===== config.mk =====
export PLATFORM = sky130hd
export DESIGN_NAME = phy_tx_arbiter
export DESIGN_NICKNAME = d
export VERILOG_FILES = /design/src/rtl/phy_tx_arbiter.sv
export SDC_FILE = /design/constraint.sdc
export NUM_CORES = 1
export LEC_CHECK = 0
export ABC_AREA = 1
export CAP_MARGIN = 20
export CORE_AREA = 3 3 69 97
export CTS_CLUSTER_SIZE = 16
export DETAILED_ROUTE_END_ITERATION = 8
export DIE_AREA = 0 0 72 100
export PLACE_DENSITY = 0.78
export SYNTH_ARGS = -nofsm -noshare
export SYNTH_HDL_FRONTEND = slang
export SYNTH_SLANG_ARGS = --single-unit

===== constraint.sdc =====
create_clock -name clk_f -period 1.71 [get_ports clk_f]
set_input_delay 0.342 -clock clk_f [delete_from_list [all_inputs] [get_ports clk_f]]
set_output_delay 0.342 -clock clk_f [all_outputs]
set_load 0.02 [all_outputs]

===== src/rtl/phy_tx_arbiter.sv =====
// Two-requester TX arbiter in front of a PHY: link bring-up FSM plus
// burst-limited arbitration, with a registered output word stage.
module phy_tx_arbiter #(
    parameter int INIT_CYCLES = 4,
    parameter int BURST_MAX   = 4
) (
    input  logic        clk_f,
    input  logic        reset,
    input  logic        enable,
    input  logic [31:0] data_in0,
    input  logic        valid_in0,
    output logic        ready0,
    input  logic [31:0] data_in1,
    input  logic        valid_in1,
    output logic        ready1,
    output logic [31:0] data_input,
    output logic        valid,
    output logic        active,
    output logic        grant_id
);
    typedef enum logic [1:0] {ST_RESET, ST_INIT, ST_ACTIVE, ST_IDLE} state_t;

    localparam logic [7:0] INIT_LAST = 8'(INIT_CYCLES - 1);
    localparam logic [3:0] BURST_LIM = 4'(BURST_MAX);

    state_t      state_q, state_d;
    logic [7:0]  init_cnt_q, init_cnt_d;
    logic        last_q, last_d;
    logic [3:0]  burst_cnt_q, burst_cnt_d;
    logic [31:0] data_q, data_d;
    logic        valid_q, valid_d;
    logic        active_q, active_d;
    logic        gid_q, gid_d;
    logic        link_ok, sel, xfer;

    // Ready depends on the current enable so a falling enable blocks the transfer in the same cycle.
    always_comb begin
        link_ok = (state_q == ST_ACTIVE) && enable;
        if (valid_in0 && valid_in1)
            sel = (burst_cnt_q < BURST_LIM) ? last_q : ~last_q;
        else
            sel = valid_in1;
        xfer   = link_ok && (valid_in0 || valid_in1);
        ready0 = xfer && !sel;
        ready1 = xfer && sel;
    end

    always_comb begin
        state_d     = state_q;
        init_cnt_d  = init_cnt_q;
        last_d      = last_q;
        burst_cnt_d = burst_cnt_q;
        data_d      = data_q;
        valid_d     = 1'b0;
        gid_d       = gid_q;
        active_d    = link_ok;

        case (state_q)
            ST_RESET: begin
                state_d    = ST_INIT;
                init_cnt_d = '0;
            end
            ST_INIT: begin
                if (init_cnt_q == INIT_LAST && enable)
                    state_d = ST_ACTIVE;
                else if (init_cnt_q != INIT_LAST)
                    init_cnt_d = init_cnt_q + 8'd1;
            end
            ST_ACTIVE: if (!enable) state_d = ST_IDLE;
            ST_IDLE: begin
                if (enable) begin
                    state_d    = ST_INIT;
                    init_cnt_d = '0;
                end
            end
            default: state_d = ST_RESET;
        endcase

        if (xfer) begin
            data_d  = sel ? data_in1 : data_in0;
            valid_d = 1'b1;
            gid_d   = sel;
            if (sel == last_q) begin
                if (burst_cnt_q < BURST_LIM) burst_cnt_d = burst_cnt_q + 4'd1;
            end else begin
                last_d      = sel;
                burst_cnt_d = 4'd1;
            end
        end
    end

    always_ff @(posedge clk_f or negedge reset) begin
        if (!reset) begin
            state_q     <= ST_RESET;
            init_cnt_q  <= '0;
            last_q      <= 1'b1;
            burst_cnt_q <= BURST_LIM;
            data_q      <= '0;
            valid_q     <= 1'b0;
            active_q    <= 1'b0;
            gid_q       <= 1'b0;
        end else begin
            state_q     <= state_d;
            init_cnt_q  <= init_cnt_d;
            last_q      <= last_d;
            burst_cnt_q <= burst_cnt_d;
            data_q      <= data_d;
            valid_q     <= valid_d;
            active_q    <= active_d;
            gid_q       <= gid_d;
        end
    end

    assign data_input = data_q;
    assign valid      = valid_q;
    assign active     = active_q;
    assign grant_id   = gid_q;
endmodule


==> metrics.yaml, run 1 <==
critical_path:
  path_cells: "buf_6 -> nand2_4 -> nand3_4 -> nand2_4 -> inv_2 -> nor2_4 -> buf_6"
  crit_path_end_kind: "output pin"
  cp-start-kind: "flip-flop"
  cp_max_fo: 4
  reg2reg_depth: 8
  slowest_stage: "dfstp_2"
  crit_type: "reg2out"
  required_ns: 1.37
  critPathMaxStageDelay_ns: 0.56
  cp.arrival_ns: 1.42
final_layout:
  area_growth_pct: 56.1
  layout-drive-gt1-share_pct: 12.4
  fin_nets: 503
  num_antenna_cells: 0
  final_common_cell: "nand2_1"
  mostFrequentLayoutCells: "nand2_1, clkdlybuf4s50_1, dfrtp_1"
floorplan:
  rows: 33
  die_w_um: 72
  core-area_um2: 5900
  die_height_um: 100
  initial_core_util_pct: 41.7
  io_pins: 106
  design.die.area_um2: 7200
pwr:
  combPwrFrac_pct: 52.1
  intPower_mw: 3.52
  p_sw_mw: 2.18
  power_density_nw_per_um2: 1480
  seq_power_share_pct: 33.4
  switching_share_pct: 38.2
  power_leakage_nw: 1.84
  irDropWorstVdd_mv: 0.688
  p_clk_share_pct: 14.5
timing:
  max_slew_margin_pct: 76.3
  finalSetupViolations: 2
  post-route-period-util_pct: 103
  finalHoldViolations: 0
  finClkSkew_ns: 0.00725
  setup_tns_ns: -0.0928
  timing.final.ws_setup_ns: -0.0557
  fmax_ghz: 0.566
  holdWs_ns: 0.00796
  rsz0062_at_grt: "true"
  maxSlewViolCount: 0
  period_needed_ns: 1.77
  worstMarginPinSlew_ns: 0.356
global_routing:
  grt_pass1_wl_um: 11400
  first_global_vias: 2416
  gr-usage-all-layers_pct: 19.9
  antenna_found_initial: 0
  grt_start_max_net_pins: 51
  overflow: 0
routing:
  vias: 2422
  drtAntennaViolNets: 0
  drtPass1Iterations: 4
  wl_per_cell_um: 14.3
  routed_wl_um: 7140
  drt_iter0_markers: 134
  drc: 0
  viasPerCell: 4.86
placed_design:
  dpl.hpwl_um: 5360
  numPortBuffers: 105
  gp_congestion: 0.877
yosys:
  yosys_register_bits: 50
  syn-cell-area_um2: 2460
  synthCells: 300
  synth_area_leaders: "dfrtp_1, nand2_1, nand3_1"
  ys_types: 25
  synth_area_per_cell_um2: 8.21
  synth_nets: 376
  ys_seq_area_share_pct: 50.9
  yosysWarnings: 0
  yosys.area.top_type: "dfrtp_1"
  synth_top_area_share_pct: 48.8
clocking:
  path_clk_slew_ns: 0.09
  cts_tree: "built"
  cts_buffers: 5
  root_buffer: "clkbuf_8"
  clk_latency_ns: 0.30
  cts_max_level: 2
  cts_buffer_depth: 2
  postCtsHoldBufs: 0
  clock_sinks: 50
worst_hold_path:
  min_path_type: "in2async"
outcome:
  violations: "setup timing"
  run_status: "complete, but fails checks"
flow_run:
  cap_violations: 0
==> cell type report <==
type	instances	area, um2
repair buffers	129	1240
inverters	17	63.8
well taps	70	87.6
multi-input cells	224	1090
fillers	497	2060
flip-flops and latches	50	1250
clock inverters	1	30.0
clock buffers	7	76.3
==> repair_timing <==
item                       in CTS  in global routing
setup endpoints to repair       2                 17
pin swaps                       4                  2
hold endpoints to repair        0                  0
setup buffers                   1                  3
gates resized for setup        17                  5
==> kinds of logic after synthesis <==
kind of cell	synth area share (%)
AOI/OAI and AO/OA	1.98
xor gates and xnor gates	2.13
adders and majority gates	3.56
buffers and inverters	5.94
DFF	50.9
and+or+nand+nor	35.5
==> cell usage after synthesis <==
| cell type | instances |
|---|---|
| nand3_2 | 1 |
| inv_1 | 13 |
| nand4_1 | 4 |
| nor2_1 | 5 |
| o21ai_0 | 5 |
| or2_0 | 1 |
| o21ai_1 | 1 |
| dfrtp_1 | 48 |
| nor3_1 | 1 |
| or2_2 | 1 |
| ha_1 | 7 |
| buf_6 | 6 |
| nand3b_1 | 2 |
| nand3_1 | 44 |
| o21ai_2 | 1 |
| xor2_1 | 6 |
| nand2_4 | 1 |
| nand2_2 | 2 |
| inv_2 | 4 |
| dfstp_2 | 2 |
| buf_2 | 3 |
| nand2_1 | 137 |
| a21oi_1 | 2 |
| nor2_4 | 2 |
| nor2_2 | 1 |
==> metrics by stage <==
step | total power, mW | utilization [%] | cells | worst slack (ns) | area (um2)
4_1_cts | 5.65 | 64.4 | 495 | -0.0885 | 3800
2_1_floorplan | 3.35 | - | 300 | 0.0848 | 2460
3_5_place_dp | 4.78 | 62.3 | 486 | -0.518 | 3680
6_report | 5.69 | 65.1 | 498 | -0.0557 | 3840
5_1_grt | 6.09 | 65.1 | 498 | -0.128 | 3840
3_3_place_gp | 4.67 | 62.3 | 486 | -0.501 | 3680
==> routing by layer <==
layer	track usage, %	routed length [um]	vias to the layer above
met4	9.26	270	0
met1	22.4	2660	1120
met5	0	0	-
met2	36.3	3860	78
li1	-	-	1207
met3	3.01	352	17
==> power by group through the flow <==
stage | clock network (mW) | logic (mW) | registers [mW]
after global routing | 0.900 | 3.24 | 1.95
after CTS | 0.843 | 2.91 | 1.90
after global placement | 0 | 2.78 | 1.89
after detailed placement | 0 | 2.86 | 1.91
after floorplan | 0 | 0.995 | 2.36
final | 0.827 | 2.97 | 1.90
==> flip-flops by register name, indices dropped and copies added (netlist names) <==
register     cells
data_input      32
init_cnt_q       8
burst_cnt_q      4
state_q          2
active           1
grant_id         1
last_q           1
valid            1
==> worst max-delay path, delay by kind of cell, from the launching register on <==
kind / cells / cell delay [ns]
flops: 1 / 0.56
buf+inv: 3 / 0.31
simple gates: 4 / 0.25
==> worst paths after layout <==
check,from,endpoint,slack [ns]
min reg2reg,grant_id,grant_id,0.49
max reg2reg,last_q,last_q,0.10
max in group asynchronous,reset,last_q,1.40
min,reset,data_input[20],0.008
max,last_q,ready0,-0.06
min in group clk_f,grant_id,grant_id,0.49
Note: power is estimated with default switching activity, not from simulation.
==> run 2: changes to the inputs <==
PLACE_DENSITY = 0.76   (was 0.78)
SLEW_MARGIN = 20   (was not set)
==> metrics.yaml, run 2 (same netlist as run 1, synthesis figures left out) <==
outcome:
  run_status: "complete, but fails checks"
  violations: "setup timing"
clocking:
  cts_buffer_depth: 2  # unchanged
  clock_sinks: 50  # unchanged
  clk_latency_ns: 0.30  # about the same
  root_buffer: "clkbuf_8"
  cts_max_level: 2  # unchanged
  path_clk_slew_ns: 0.09  # about the same
  cts_buffers: 5  # unchanged
  cts_tree: "built"
routing:
  viasPerCell: 4.84  # -0.56%
  routed_wl_um: 6940  # -2.8%
  drtAntennaViolNets: 0  # unchanged
  wl_per_cell_um: 13.9  # -3.2%
  drc: 0  # unchanged
  drtPass1Iterations: 4  # unchanged
  drt_iter0_markers: 123  # -8.2%
  vias: 2418  # -0.17%
final_layout:
  stdcell_count: 500  # +0.40%
  largest_reg_flops: 32  # unchanged
  fill_cells: 493  # -0.80%
  multi_input_area_um2: 1100  # +1.2%
  final_common_cell: "nand2_1"
  mostFrequentLayoutCells: "nand2_1, clkdlybuf4s50_1, dfrtp_1"
  num_antenna_cells: 0  # unchanged
  area_growth_pct: 57.6
  final_core_util_pct: 65.7  # +0.64 points
  layout-drive-gt1-share_pct: 14.2  # +1.8 points
  seq_area_um2: 1250  # unchanged
  fin_nets: 505  # +0.40%
timing:
  maxSlewViolCount: 0  # unchanged
  period_needed_ns: 1.81  # +0.0456 ns
  finalSetupViolations: 2  # unchanged
  finClkSkew_ns: 0.0144  # +0.00718 ns
  holdWs_ns: 0.0118  # +0.00385 ns
  max_slew_margin_pct: 76.2  # about the same
  rsz0062_at_grt: "true"
  timing.final.ws_setup_ns: -0.101  # -0.0456 ns
  fmax_ghz: 0.552  # -2.5%
  worstMarginPinSlew_ns: 0.356  # +0.000787 ns
  finalHoldViolations: 0  # unchanged
  post-route-period-util_pct: 106  # +2.7 points
floorplan:
  die_height_um: 100  # unchanged
  rows: 33  # unchanged
  core-area_um2: 5900  # unchanged
  io_pins: 106  # unchanged
  initial_core_util_pct: 41.7  # unchanged
  die_w_um: 72  # unchanged
  design.die.area_um2: 7200  # unchanged
placed_design:
  dp_cells: 485  # -0.21%
  numPortBuffers: 105  # unchanged
  gp_congestion: 0.897  # +2.2%
  dpl.hpwl_um: 5180  # -3.5%
critical_path:
  cp.arrival_ns: 1.47  # +0.05 ns
  critPathMaxStageDelay_ns: 0.59  # +0.03 ns
  path_cells: "inv_2 -> nand2_4 -> nand2_4 -> nand3_4 -> nand2_4 -> nor2_4 -> buf_6"
  regToRegStartpoint: "burst_cnt_q[2]"
  slowest_stage: "dfstp_2"
  reg2reg_depth: 9  # +1
  cp-start-kind: "flip-flop"
  crit_type: "reg2out"
  crit_path_end_kind: "output pin"
  cp_max_fo: 4  # unchanged
  crit_top_cell: "nand2_4"
  required_ns: 1.37  # about the same
  reg2reg_to: "data_input[30]"
  reg2reg_slack_ns: 0.04  # -0.06 ns
global_routing:
  grt_start_max_net_pins: 51  # unchanged
  gr-usage-all-layers_pct: 19.9  # -0.054 points
  overflow: 0  # unchanged
  antenna_found_initial: 0  # unchanged
  grt_pass1_wl_um: 11400  # +0.11%
  first_global_vias: 2458  # +1.7%
pwr:
  power_density_nw_per_um2: 1480  # -0.19%
  irDropWorstVdd_mv: 0.632  # -8.1%
  power_leakage_nw: 1.85  # +0.94%
flow_run:
  cap_violations: 0  # unchanged
worst_hold_path:
  min_path_type: "in2async"
[run 2: cell count changes in the layout (fill, tap and decap cells not counted), sizes merged]
cell / before / now
buf: 27 / 29
[run 2: report_power, final]
group	total [mW]	internal [mW]	switching [mW]	leakage [nW]
Combinational	2.97	1.45	1.51	1.16
Sequential	1.91	1.65	0.268	0.638
Clock	0.857	0.477	0.379	0.0585
Total	5.74	3.58	2.16	1.85
[run 2: cell type report]
type                            instances  share of cell area [%]
Timing Repair Buffer                  131                    32.5
Sequential cell                        50                    32.3
Multi-Input combinational cell        224                    28.3
Tap cell                               70                    2.26
Clock buffer                            7                    2.22
Inverter                               17                    1.64
Clock inverter                          1                   0.774
[run 2: routing by layer]
| metal | wire, um | global-route usage, % | part of all wire, % |
|---|---|---|---|
| met5 | 0 | 0 | 0 |
| met4 | 161 | 7.81 | 2.3 |
| met3 | 266 | 3.51 | 3.8 |
| met2 | 3880 | 37.6 | 56 |
| met1 | 2640 | 21.4 | 38 |
[run 2: worst max-delay path by stage]
stage | startpoint | endpoint | slack [ns] | cells after the start
after floorplan | state_q[0] | ready1 | 0.08 | 7
after global placement | enable | ready1 | -0.50 | 6
after detailed placement | enable | ready1 | -0.53 | 6
after CTS | burst_cnt_q[2] | ready1 | -0.13 | 7
after global routing | burst_cnt_q[2] | ready1 | -0.18 | 7
final | burst_cnt_q[2] | ready1 | -0.10 | 7
[run 2: through the flow]
step           total power, mW  setup slack [ns]  cell area, um2  setup TNS [ns]
2_1_floorplan             3.35            0.0848            2460               0
3_3_place_gp              4.66            -0.503            3670           -6.04
3_5_place_dp              4.74            -0.534            3670           -7.75
4_1_cts                   5.68            -0.134            3820          -0.251
5_1_grt                   6.14            -0.181            3880           -2.23
6_report                  5.74            -0.101            3880          -0.190
[run 2: repair_timing]
action	in CTS	in global routing
buffers inserted	3	4
endpoints found under the setup margin	2	36
pin swaps	3	3
hold buffers	0	0
gates resized for setup	16	13
[run 2: worst max-delay path: cells and delay by family (launching register included)]
family / cells / cell delay [ns]
flops: 1 / 0.59
simple gates: 5 / 0.39
buf+inv: 2 / 0.19
==> run 3: changes to the inputs <==
CAP_MARGIN = not set   (was 20)
CORE_AREA = 2 2 68 96   (was 3 3 69 97)
DIE_AREA = 0 0 70 98   (was 0 0 72 100)
SLEW_MARGIN = 0   (was 20)
==> metrics.yaml, run 3 (same netlist as run 1, synthesis figures left out) <==
global_routing:
  grt_start_max_net_pins: 51  # unchanged
  gr-usage-all-layers_pct: 20.5  # +0.58 points
  overflow: 0  # unchanged
  first_global_vias: 2430  # -1.1%
  antenna_found_initial: 0  # unchanged
  grt_pass1_wl_um: 11400  # -0.18%
timing:
  finClkSkew_ns: 0.00675  # -0.00768 ns
  max_slew_margin_pct: 76.9  # +0.63 points
  worstMarginPinSlew_ns: 0.343  # -0.0131 ns
  period_needed_ns: 1.82  # +0.00458 ns
  maxSlewViolCount: 0  # unchanged
  rsz0062_at_grt: "true"
  setup_tns_ns: -0.170  # +0.0196 ns
  fmax_ghz: 0.551  # -0.25%
  finalSetupViolations: 2  # unchanged
  holdWs_ns: -0.00276  # -0.0146 ns
  timing.final.ws_setup_ns: -0.106  # -0.00458 ns
  finalHoldViolations: 1  # +1
  post-route-period-util_pct: 106  # +0.27 points
floorplan:
  core-area_um2: 6040  # +2.3%
  die_height_um: 98  # -2.0%
  io_pins: 106  # unchanged
  rows: 34  # +3.0%
  initial_core_util_pct: 40.8  # -0.94 points
  design.die.area_um2: 6860  # -4.7%
  die_w_um: 70  # -2.8%
final_layout:
  fill_cells: 512  # +3.9%
  fin_nets: 503  # -0.40%
  final_common_cell: "nand2_1"
  layout-drive-gt1-share_pct: 14.5  # +0.30 points
  seq_area_um2: 1250  # unchanged
  largest_reg_flops: 32  # unchanged
  area_growth_pct: 57.3
  multi_input_area_um2: 1120  # +1.6%
  num_antenna_cells: 0  # unchanged
  mostFrequentLayoutCells: "nand2_1, clkdlybuf4s50_1, dfrtp_1"
clocking:
  cts_buffers: 5  # unchanged
  clock_sinks: 50  # unchanged
  cts_tree: "built"
  cts_buffer_depth: 2  # unchanged
  cts_max_level: 2  # unchanged
  clk_latency_ns: 0.30  # about the same
  root_buffer: "clkbuf_8"
  postCtsHoldBufs: 0  # unchanged
  path_clk_slew_ns: 0.10  # about the same
critical_path:
  path_depth: 7  # unchanged
  required_ns: 1.37  # about the same
  path_cells: "inv_2 -> nand2_2 -> nand3_4 -> nand2_4 -> inv_2 -> nor2_4 -> buf_6"
  slowest_stage: "dfstp_2"
  cp-start-kind: "flip-flop"
  path_buf_inv: 3  # +1
  crit_path_end_kind: "output pin"
  reg2reg_depth: 9  # unchanged
  crit_family: "flip-flops"
  crit_type: "reg2out"
  critPathMaxStageDelay_ns: 0.56  # -0.03 ns
  cp.arrival_ns: 1.47  # about the same
  cp_max_fo: 4  # unchanged
  crit_top_cell: "inv_2"
placed_design:
  dpl.hpwl_um: 5020  # -3.0%
  gp_congestion: 0.858  # -4.4%
  numPortBuffers: 105  # unchanged
pwr:
  power_density_nw_per_um2: 1460  # -0.96%
  power_leakage_nw: 1.84  # -0.83%
  finalPower_mw: 5.67  # -1.2%
  irDropWorstVdd_mv: 0.780  # +24%
flow_run:
  cap_violations: 0  # unchanged
routing:
  drc: 0  # unchanged
  routed_wl_um: 7000  # +0.79%
  wl_per_cell_um: 14.0  # +0.79%
  vias: 2429  # +0.45%
  drtPass1Iterations: 4  # unchanged
  viasPerCell: 4.86  # +0.45%
  drtAntennaViolNets: 0  # unchanged
  drt_iter0_markers: 179  # +46%
outcome:
  violations: "hold timing, setup timing"
  run_status: "complete, but fails checks"
worst_hold_path:
  min_path_type: "in2async"
==> run 3: cell types whose count changed in the layout (fill, tap and decap cells not counted), moves of 2 or more <==
cell,change
buf_4,-4
buf_6,+2
nand2_2,+2
nand3_1,-2
nand3_2,+2
==> run 3: path summary, 6_finish.rpt <==
| path | startpoint | endpoint | slack (ns) |
|---|---|---|---|
| min in group clk_f | grant_id | grant_id | 0.50 |
| worst max-delay path | last_q | ready0 | -0.11 |
| worst min register to register | grant_id | grant_id | 0.50 |
| max in group asynchronous | reset | burst_cnt_q[2] | 1.41 |
| worst max register to register | last_q | data_input[24] | 0.07 |
| worst min-delay path | reset | data_input[19] | -0.003 |
==> run 3: per-layer routing <==
layer	vias to the layer above	share of wire, %	routed length (um)	GRT usage, %
met1	1142	39	2720	24.2
met2	71	55	3840	37.5
met5	-	0	0	0
met4	0	2.2	154	6.51
met3	11	4.1	287	3.30
li1	1205	-	-	-
==> run 3: metrics by stage <==
stage	utilization, %	cells	instance area [um2]	hold WS, ns	worst slack (ns)
5_1_grt	64.1	500	3870	0.0139	-0.181
3_5_place_dp	60.5	485	3660	0.351	-0.569
4_1_cts	62.7	496	3790	0.0101	-0.126
3_3_place_gp	60.5	485	3660	0.351	-0.543
6_report	64.1	500	3870	-0.00276	-0.106
2_1_floorplan	-	300	2460	0.0464	0.0848
==> run 3: cell type report <==
type,instances,share of cell area (%)
Clock buffer,6,2.13
Clock inverter,2,0.323
Inverter,17,1.65
Multi-Input combinational cell,224,28.9
Sequential cell,50,32.4
Tap cell,72,2.33
Timing Repair Buffer,129,32.3
==> run 3: timing repair <==
| action | in CTS | in global routing |
|---|---|---|
| setup buffers | 3 | 4 |
| hold endpoints to repair | 0 | 0 |
| pin swaps | 2 | 7 |
| setup endpoints to repair | 10 | 41 |
| resized for setup | 16 | 15 |
==> run 3: power breakdown <==
part | internal [mW] | switching [mW]
sequential | 1.65 | 0.267
combinational | 1.48 | 1.56
clock | 0.326 | 0.394
total | 3.45 | 2.22
